--- config.mk ---
export PLATFORM = sky130hd
export DESIGN_NAME = time_set_ctrl_flat
export DESIGN_NICKNAME = d
export VERILOG_FILES = /design/src/rtl/time_set_ctrl_if.sv /design/src/rtl/time_set_ctrl.sv /design/src/flat_wrapper.sv
export SDC_FILE = /design/constraint.sdc
export NUM_CORES = 1
export LEC_CHECK = 0
export ABC_CLOCK_PERIOD_IN_PS = 2620
export CAP_MARGIN = 15
export CORE_MARGIN = 3
export CORE_UTILIZATION = 52
export DETAILED_ROUTE_END_ITERATION = 8
export PLACE_DENSITY = 0.79
export SLEW_MARGIN = 20
export SYNTH_ARGS = -nofsm -noshare
export SYNTH_HDL_FRONTEND = slang
export SYNTH_SLANG_ARGS = --single-unit
--- constraint.sdc ---
create_clock -name i_clk -period 2.62 [get_ports i_clk]
set_clock_uncertainty 0.2 [all_clocks]
set_input_delay 0.786 -clock i_clk [delete_from_list [all_inputs] [get_ports i_clk]]
set_output_delay 0.786 -clock i_clk [all_outputs]
set_load 0.05 [all_outputs]
--- src/rtl/time_set_ctrl_if.sv ---
// Strobe and button bundle between the strobe generator,
// the set buttons and the time-set sequencer.
interface time_set_ctrl_if;
    logic i_en;
    logic i_1hz_stb;
    logic i_slow_set_stb;
    logic i_fast_set_stb;
    logic i_btn_hours;
    logic i_btn_minutes;
    logic o_sec_inc_stb;
    logic o_min_inc_stb;
    logic o_hour_inc_stb;
    logic o_sec_clr;
    logic o_setting;

    modport master (
        output i_en,
        output i_1hz_stb,
        output i_slow_set_stb,
        output i_fast_set_stb,
        output i_btn_hours,
        output i_btn_minutes,
        input  o_sec_inc_stb,
        input  o_min_inc_stb,
        input  o_hour_inc_stb,
        input  o_sec_clr,
        input  o_setting
    );

    modport slave (
        input  i_en,
        input  i_1hz_stb,
        input  i_slow_set_stb,
        input  i_fast_set_stb,
        input  i_btn_hours,
        input  i_btn_minutes,
        output o_sec_inc_stb,
        output o_min_inc_stb,
        output o_hour_inc_stb,
        output o_sec_clr,
        output o_setting
    );
endinterface

--- src/rtl/time_set_ctrl.sv ---
// Routes 1 Hz / slow-set / fast-set strobes into seconds,
// minutes and hours increment strobes while set buttons are held.
module time_set_ctrl #(
    parameter int unsigned FAST_THRESHOLD = 8
) (
    input  logic            i_clk,
    input  logic            i_reset,
    time_set_ctrl_if.slave  bus
);
    localparam int unsigned CW = $clog2(FAST_THRESHOLD + 1);
    localparam logic [CW-1:0] FT_C = CW'(FAST_THRESHOLD);

    typedef enum logic [1:0] {
        RUN      = 2'd0,
        SET_SLOW = 2'd1,
        SET_FAST = 2'd2
    } state_e;

    typedef enum logic [1:0] {
        TGT_NONE = 2'd0,
        TGT_MIN  = 2'd1,
        TGT_HOUR = 2'd2
    } tgt_e;

    state_e        state_q, state_d;
    tgt_e          tgt_q, tgt_d;
    logic [CW-1:0] cnt_q, cnt_d;
    logic          btn_h_q, btn_h_d;
    logic          btn_m_q, btn_m_d;
    logic          sec_inc_q, sec_inc_d;
    logic          min_inc_q, min_inc_d;
    logic          hour_inc_q, hour_inc_d;
    logic          sec_clr_q, sec_clr_d;
    logic          setting_q, setting_d;

    logic rise;
    logic tgt_held;
    logic inc;

    always_comb begin
        state_d  = state_q;
        tgt_d    = tgt_q;
        cnt_d    = cnt_q;
        btn_h_d  = bus.i_btn_hours;
        btn_m_d  = bus.i_btn_minutes;
        inc      = 1'b0;
        sec_inc_d = 1'b0;
        rise     = (bus.i_btn_hours & ~btn_h_q)
                 | (bus.i_btn_minutes & ~btn_m_q);
        tgt_held = (tgt_q == TGT_HOUR) ? bus.i_btn_hours
                                       : bus.i_btn_minutes;

        if (!bus.i_en) begin
            state_d = RUN;
            tgt_d   = TGT_NONE;
            cnt_d   = '0;
        end else begin
            unique case (state_q)
                RUN: begin
                    if (rise) begin
                        state_d = SET_SLOW;
                        cnt_d   = '0;
                        tgt_d   = bus.i_btn_hours ? TGT_HOUR : TGT_MIN;
                        inc     = 1'b1;
                    end else begin
                        sec_inc_d = bus.i_1hz_stb;
                    end
                end
                SET_SLOW: begin
                    if (!tgt_held) begin
                        state_d = RUN;
                        tgt_d   = TGT_NONE;
                        cnt_d   = '0;
                    end else if (bus.i_slow_set_stb) begin
                        inc = 1'b1;
                        if (cnt_q != FT_C) cnt_d = cnt_q + 1'b1;
                        if (cnt_q + 1'b1 == FT_C) state_d = SET_FAST;
                    end
                end
                SET_FAST: begin
                    if (!tgt_held) begin
                        state_d = RUN;
                        tgt_d   = TGT_NONE;
                        cnt_d   = '0;
                    end else begin
                        inc = bus.i_fast_set_stb;
                    end
                end
                default: begin
                    state_d = RUN;
                    tgt_d   = TGT_NONE;
                    cnt_d   = '0;
                end
            endcase
        end

        hour_inc_d = inc & (tgt_d == TGT_HOUR);
        min_inc_d  = inc & (tgt_d == TGT_MIN);
        // the first minutes strobe of a hold also zeroes seconds
        sec_clr_d  = min_inc_d & (state_q == RUN);
        setting_d  = (state_d != RUN);
    end

    always_ff @(posedge i_clk or posedge i_reset) begin
        if (i_reset) begin
            state_q    <= RUN;
            tgt_q      <= TGT_NONE;
            cnt_q      <= '0;
            btn_h_q    <= 1'b0;
            btn_m_q    <= 1'b0;
            sec_inc_q  <= 1'b0;
            min_inc_q  <= 1'b0;
            hour_inc_q <= 1'b0;
            sec_clr_q  <= 1'b0;
            setting_q  <= 1'b0;
        end else begin
            state_q    <= state_d;
            tgt_q      <= tgt_d;
            cnt_q      <= cnt_d;
            btn_h_q    <= btn_h_d;
            btn_m_q    <= btn_m_d;
            sec_inc_q  <= sec_inc_d;
            min_inc_q  <= min_inc_d;
            hour_inc_q <= hour_inc_d;
            sec_clr_q  <= sec_clr_d;
            setting_q  <= setting_d;
        end
    end

    assign bus.o_sec_inc_stb  = sec_inc_q;
    assign bus.o_min_inc_stb  = min_inc_q;
    assign bus.o_hour_inc_stb = hour_inc_q;
    assign bus.o_sec_clr      = sec_clr_q;
    assign bus.o_setting      = setting_q;
endmodule
--- src/flat_wrapper.sv ---
// flat-port wrapper written by rule: the top's interface ports become plain ports
module time_set_ctrl_flat 
#(
    parameter int unsigned FAST_THRESHOLD = 8
)
  (i_clk, i_reset, bus_i_en, bus_i_1hz_stb, bus_i_slow_set_stb, bus_i_fast_set_stb, bus_i_btn_hours, bus_i_btn_minutes, bus_o_sec_inc_stb, bus_o_min_inc_stb, bus_o_hour_inc_stb, bus_o_sec_clr, bus_o_setting);
  time_set_ctrl_if bus_i ();
  input  logic i_clk;
  input  logic i_reset;
  input wire logic [$bits(bus_i.i_en)-1:0] bus_i_en;
  input wire logic [$bits(bus_i.i_1hz_stb)-1:0] bus_i_1hz_stb;
  input wire logic [$bits(bus_i.i_slow_set_stb)-1:0] bus_i_slow_set_stb;
  input wire logic [$bits(bus_i.i_fast_set_stb)-1:0] bus_i_fast_set_stb;
  input wire logic [$bits(bus_i.i_btn_hours)-1:0] bus_i_btn_hours;
  input wire logic [$bits(bus_i.i_btn_minutes)-1:0] bus_i_btn_minutes;
  output wire logic [$bits(bus_i.o_sec_inc_stb)-1:0] bus_o_sec_inc_stb;
  output wire logic [$bits(bus_i.o_min_inc_stb)-1:0] bus_o_min_inc_stb;
  output wire logic [$bits(bus_i.o_hour_inc_stb)-1:0] bus_o_hour_inc_stb;
  output wire logic [$bits(bus_i.o_sec_clr)-1:0] bus_o_sec_clr;
  output wire logic [$bits(bus_i.o_setting)-1:0] bus_o_setting;
  assign bus_i.i_en = bus_i_en;
  assign bus_i.i_1hz_stb = bus_i_1hz_stb;
  assign bus_i.i_slow_set_stb = bus_i_slow_set_stb;
  assign bus_i.i_fast_set_stb = bus_i_fast_set_stb;
  assign bus_i.i_btn_hours = bus_i_btn_hours;
  assign bus_i.i_btn_minutes = bus_i_btn_minutes;
  assign bus_o_sec_inc_stb = bus_i.o_sec_inc_stb;
  assign bus_o_min_inc_stb = bus_i.o_min_inc_stb;
  assign bus_o_hour_inc_stb = bus_i.o_hour_inc_stb;
  assign bus_o_sec_clr = bus_i.o_sec_clr;
  assign bus_o_setting = bus_i.o_setting;
  time_set_ctrl #(.FAST_THRESHOLD(FAST_THRESHOLD)) u_core (.i_clk(i_clk), .i_reset(i_reset), .bus(bus_i));
endmodule
==> summary.txt <==
Outcome
  – Status: complete, no violations

Worst setup path
  – Slowest cell on the critical path: clkdlybuf4s50_1
  – WP data arrival: 1.42 ns
  – CP Launch Type: register
  – Crit Path Max Fanout: 1
  – CP Capture Type: output port
  – Buf/Inv on CP: 1
  – Critical path's top delay family: buffers and inverters
  – Crit path from: u_core.bus.o_min_inc_stb$_DFF_PP0_
  – Worst flop-to-flop path startpoint: u_core.state_q[1]$_DFF_PP0_
  – CP cell instances: clkdlybuf4s50_1
  – CP Class: register to output port
  – Worst Reg2Reg Path Length in Cells: 7
  – Largest stage delay, worst path: 0.80 ns
  – Critical path depth: 1
  – CP required: 1.63 ns

Timing
  – Max Fclk: 415 MHz
  – Final max-slew violation count: 0
  – Worst setup margin: 0.212 ns
  – Rel. slew slack: 0.615
  – Final min period: 2.41 ns
  – Final setup violation count: 0
  – TNS Setup: 0 ns
  – Unrepaired setup endpoints after global routing: false
  – Period utilization: 0.919
  – Hold Vio Cnt, Final: 0
  – Worst Tran Pin Value: 0.577 ns

Die
  – Initial Util: 0.574
  – Core area: 1580 um^2
  – Die X: 47.7 um
  – Die area: 2280 um^2
  – # IOs: 13
  – Num rows: 14
  – Die H: 47.7 um

Layout
  – # fillers: 126
  – Diode count: 0
  – Nets: 120
  – Ratio of cells with drive above 1 in the final layout: 0.162
  – Multi-input combinational cell area: 499 um^2
  – Seq. cell area: 375 um^2
  – Area grow syn2layout: 19.6%

Global routing
  – GRT Residual Overflow: 0
  – Largest net degree at the start of global routing: 16
  – Initial antenna violation count: 0
  – Vias in the first global route: 667
  – First-pass GRT wire length: 2910 um
  – Gr usage total: 0.189

Synth
  – Ys async rst share: 1.00
  – Synthesis Warnings: 0
  – Sequential share of the synthesized area: 0.415
  – Synth Area per Inst: 10.3 um^2
  – Most frequent cell after synthesis: dfrtp_1
  – Post-synthesis mux area share: 0.0650
  – Post-Synth XOR/XNOR Area: 0.00968
  – Synth Instances: 88
  – Synth Area in Compound Gates: 0.163
  – Main combinational cell family by area after synthesis: simple AND/OR/NAND/NOR gates
  – Cell Area, Synth: 905 um^2
  – Share of the synthesized area in the top cell type: 0.415
  – Number of synthesized flops with an enable pin: 0
  – Yosys cell types: 36
  – Top cells by count, synth: dfrtp_1, inv_1, nor2_1
  – Seq cells post-synth: 15
  – Post-synth top area cell: dfrtp_1
  – Synth area leaders: dfrtp_1, ha_1, inv_1
  – Ys flop type: dfrtp_1
  – Post-synth net total: 102
  – Adder-cell share of the synthesized area: 0.0830
  – Post-synthesis simple-gate area fraction: 0.231

Power
  – Max VDD drop: 0.408 mV
  – Pleak: 0.468 nW
  – Overall Power: 0.000502 W
  – P per Cell Area: 464 nW/um^2

Clock network
  – CTS tree: yes
  – Clk_lat worst skew: 0.29 ns
  – Sink Count: 15
  – Root buffer selected by CTS: clkbuf_4
  – Clock buffer depth: 2
  – Setup Fix Bufs, Post-CTS: 0
  – Hold Buf Count CTS: 0
  – Cts repair resizes: 0
  – CTS Buf Count: 3
  – Clk slew on worst S/H paths: 0.10 ns
  – H-tree levels: 1

Placement
  – Post-DP HPWL: 1370 um
  – GPL Wtd Cong: 0.794
  – Port Buffers: 12
  – Pre-CTS setup slack: 0.0340 ns

Hold path
  – Class of the worst hold path: register to register
  – Worst hold path depth: 1
  – Hold Crit Start: u_core.cnt_q[2]$_DFFE_PP0P_

Route
  – Initial DRC count: 16
  – Via Count: 695
  – Initial DRT Pass Iterations: 4
  – Drt wl/cell: 14.9 um
  – Routed WL: 1800 um
  – DR DRC count: 0
  – Routed Antenna Nets: 0
  – Vias/cell: 5.74

Run
  – Max_cap viols: 0
## sequential cells by signal, summed over array words and instances, names as in the netlist
name                       cells
u_core.btn_m_q                 1
u_core.bus.o_min_inc_stb       1
u_core.bus.o_sec_clr           1
u_core.tgt_q                   2
u_core.state_q                 2
u_core.btn_h_q                 1
u_core.bus.o_setting           1
u_core.bus.o_sec_inc_stb       1
u_core.bus.o_hour_inc_stb      1
u_core.cnt_q                   4
## report_power, final
| part | switching (W) | internal (W) | leakage, nW | total [W] |
|---|---|---|---|---|
| clock network | 0.0000766 | 0.0000592 | 0.0150 | 0.000136 |
| logic | 0.0000693 | 0.0000493 | 0.252 | 0.000119 |
| registers | 0.00000700 | 0.000241 | 0.202 | 0.000248 |
| total | 0.000153 | 0.000350 | 0.468 | 0.000502 |
## routing by layer
layer	track usage	wire, um	part of all wire	up-vias
li1	-	-	-	349
met2	0.272	771	0.43	27
met4	0.0968	19	0.011	0
met1	0.262	884	0.49	315
met3	0.0451	123	0.068	4
met5	0	0	0	-
## cell type report
type                            count  area share
Tap cell                           16      0.0185
Sequential cell                    15       0.347
Inverter                            7      0.0243
Timing Repair Buffer               14       0.125
Multi-Input combinational cell     65       0.461
Clock buffer                        4      0.0243
## cell families (layout without fill, tap and decap cells)
| group | count (synthesis) | count (layout) |
|---|---|---|
| flops | 15 | 15 |
| xor+xnor | 1 | 1 |
| mux | 4 | 4 |
| fa+ha+maj | 6 | 6 |
| compound gates | 18 | 18 |
| simple gates | 36 | 36 |
| buf+inv | 8 | 25 |
## worst paths after layout
kind	end	slack (ns)
hold reg to reg	u_core.cnt_q[2]$_DFFE_PP0P_	0.40
setup / recovery	bus_o_min_inc_stb	0.21
max in group asynchronous	u_core.cnt_q[0]$_DFFE_PP0P_	1.18
min in group asynchronous	u_core.bus.o_sec_inc_stb$_DFF_PP0_	0.65
hold / removal	u_core.cnt_q[2]$_DFFE_PP0P_	0.40
setup reg to reg	u_core.cnt_q[3]$_DFFE_PP0P_	0.61
## cells in the final DEF, fill, tap and decap left out, types with 3 or more instances in the layout
master and instances:
dfrtp_1 15, clkdlybuf4s50_1 12, inv_1 7, nor2_1 7
nand2_1 6, ha_1 6, nand3_1 5, nor2b_1 4
o21ai_0 4, nand2b_1 3, clkbuf_4 3
## per-stage QoR
stage / util / hold WS (ns) / cell area (um^2) / instances
after floorplan: - / 0.339 / 905 / 88
after global placement: 0.670 / 0.381 / 1060 / 117
after detailed placement: 0.670 / 0.387 / 1060 / 117
after CTS: 0.687 / 0.406 / 1080 / 121
after global routing: 0.687 / 0.454 / 1080 / 121
final: 0.687 / 0.403 / 1080 / 121
Power figures use the tool's default switching activity.
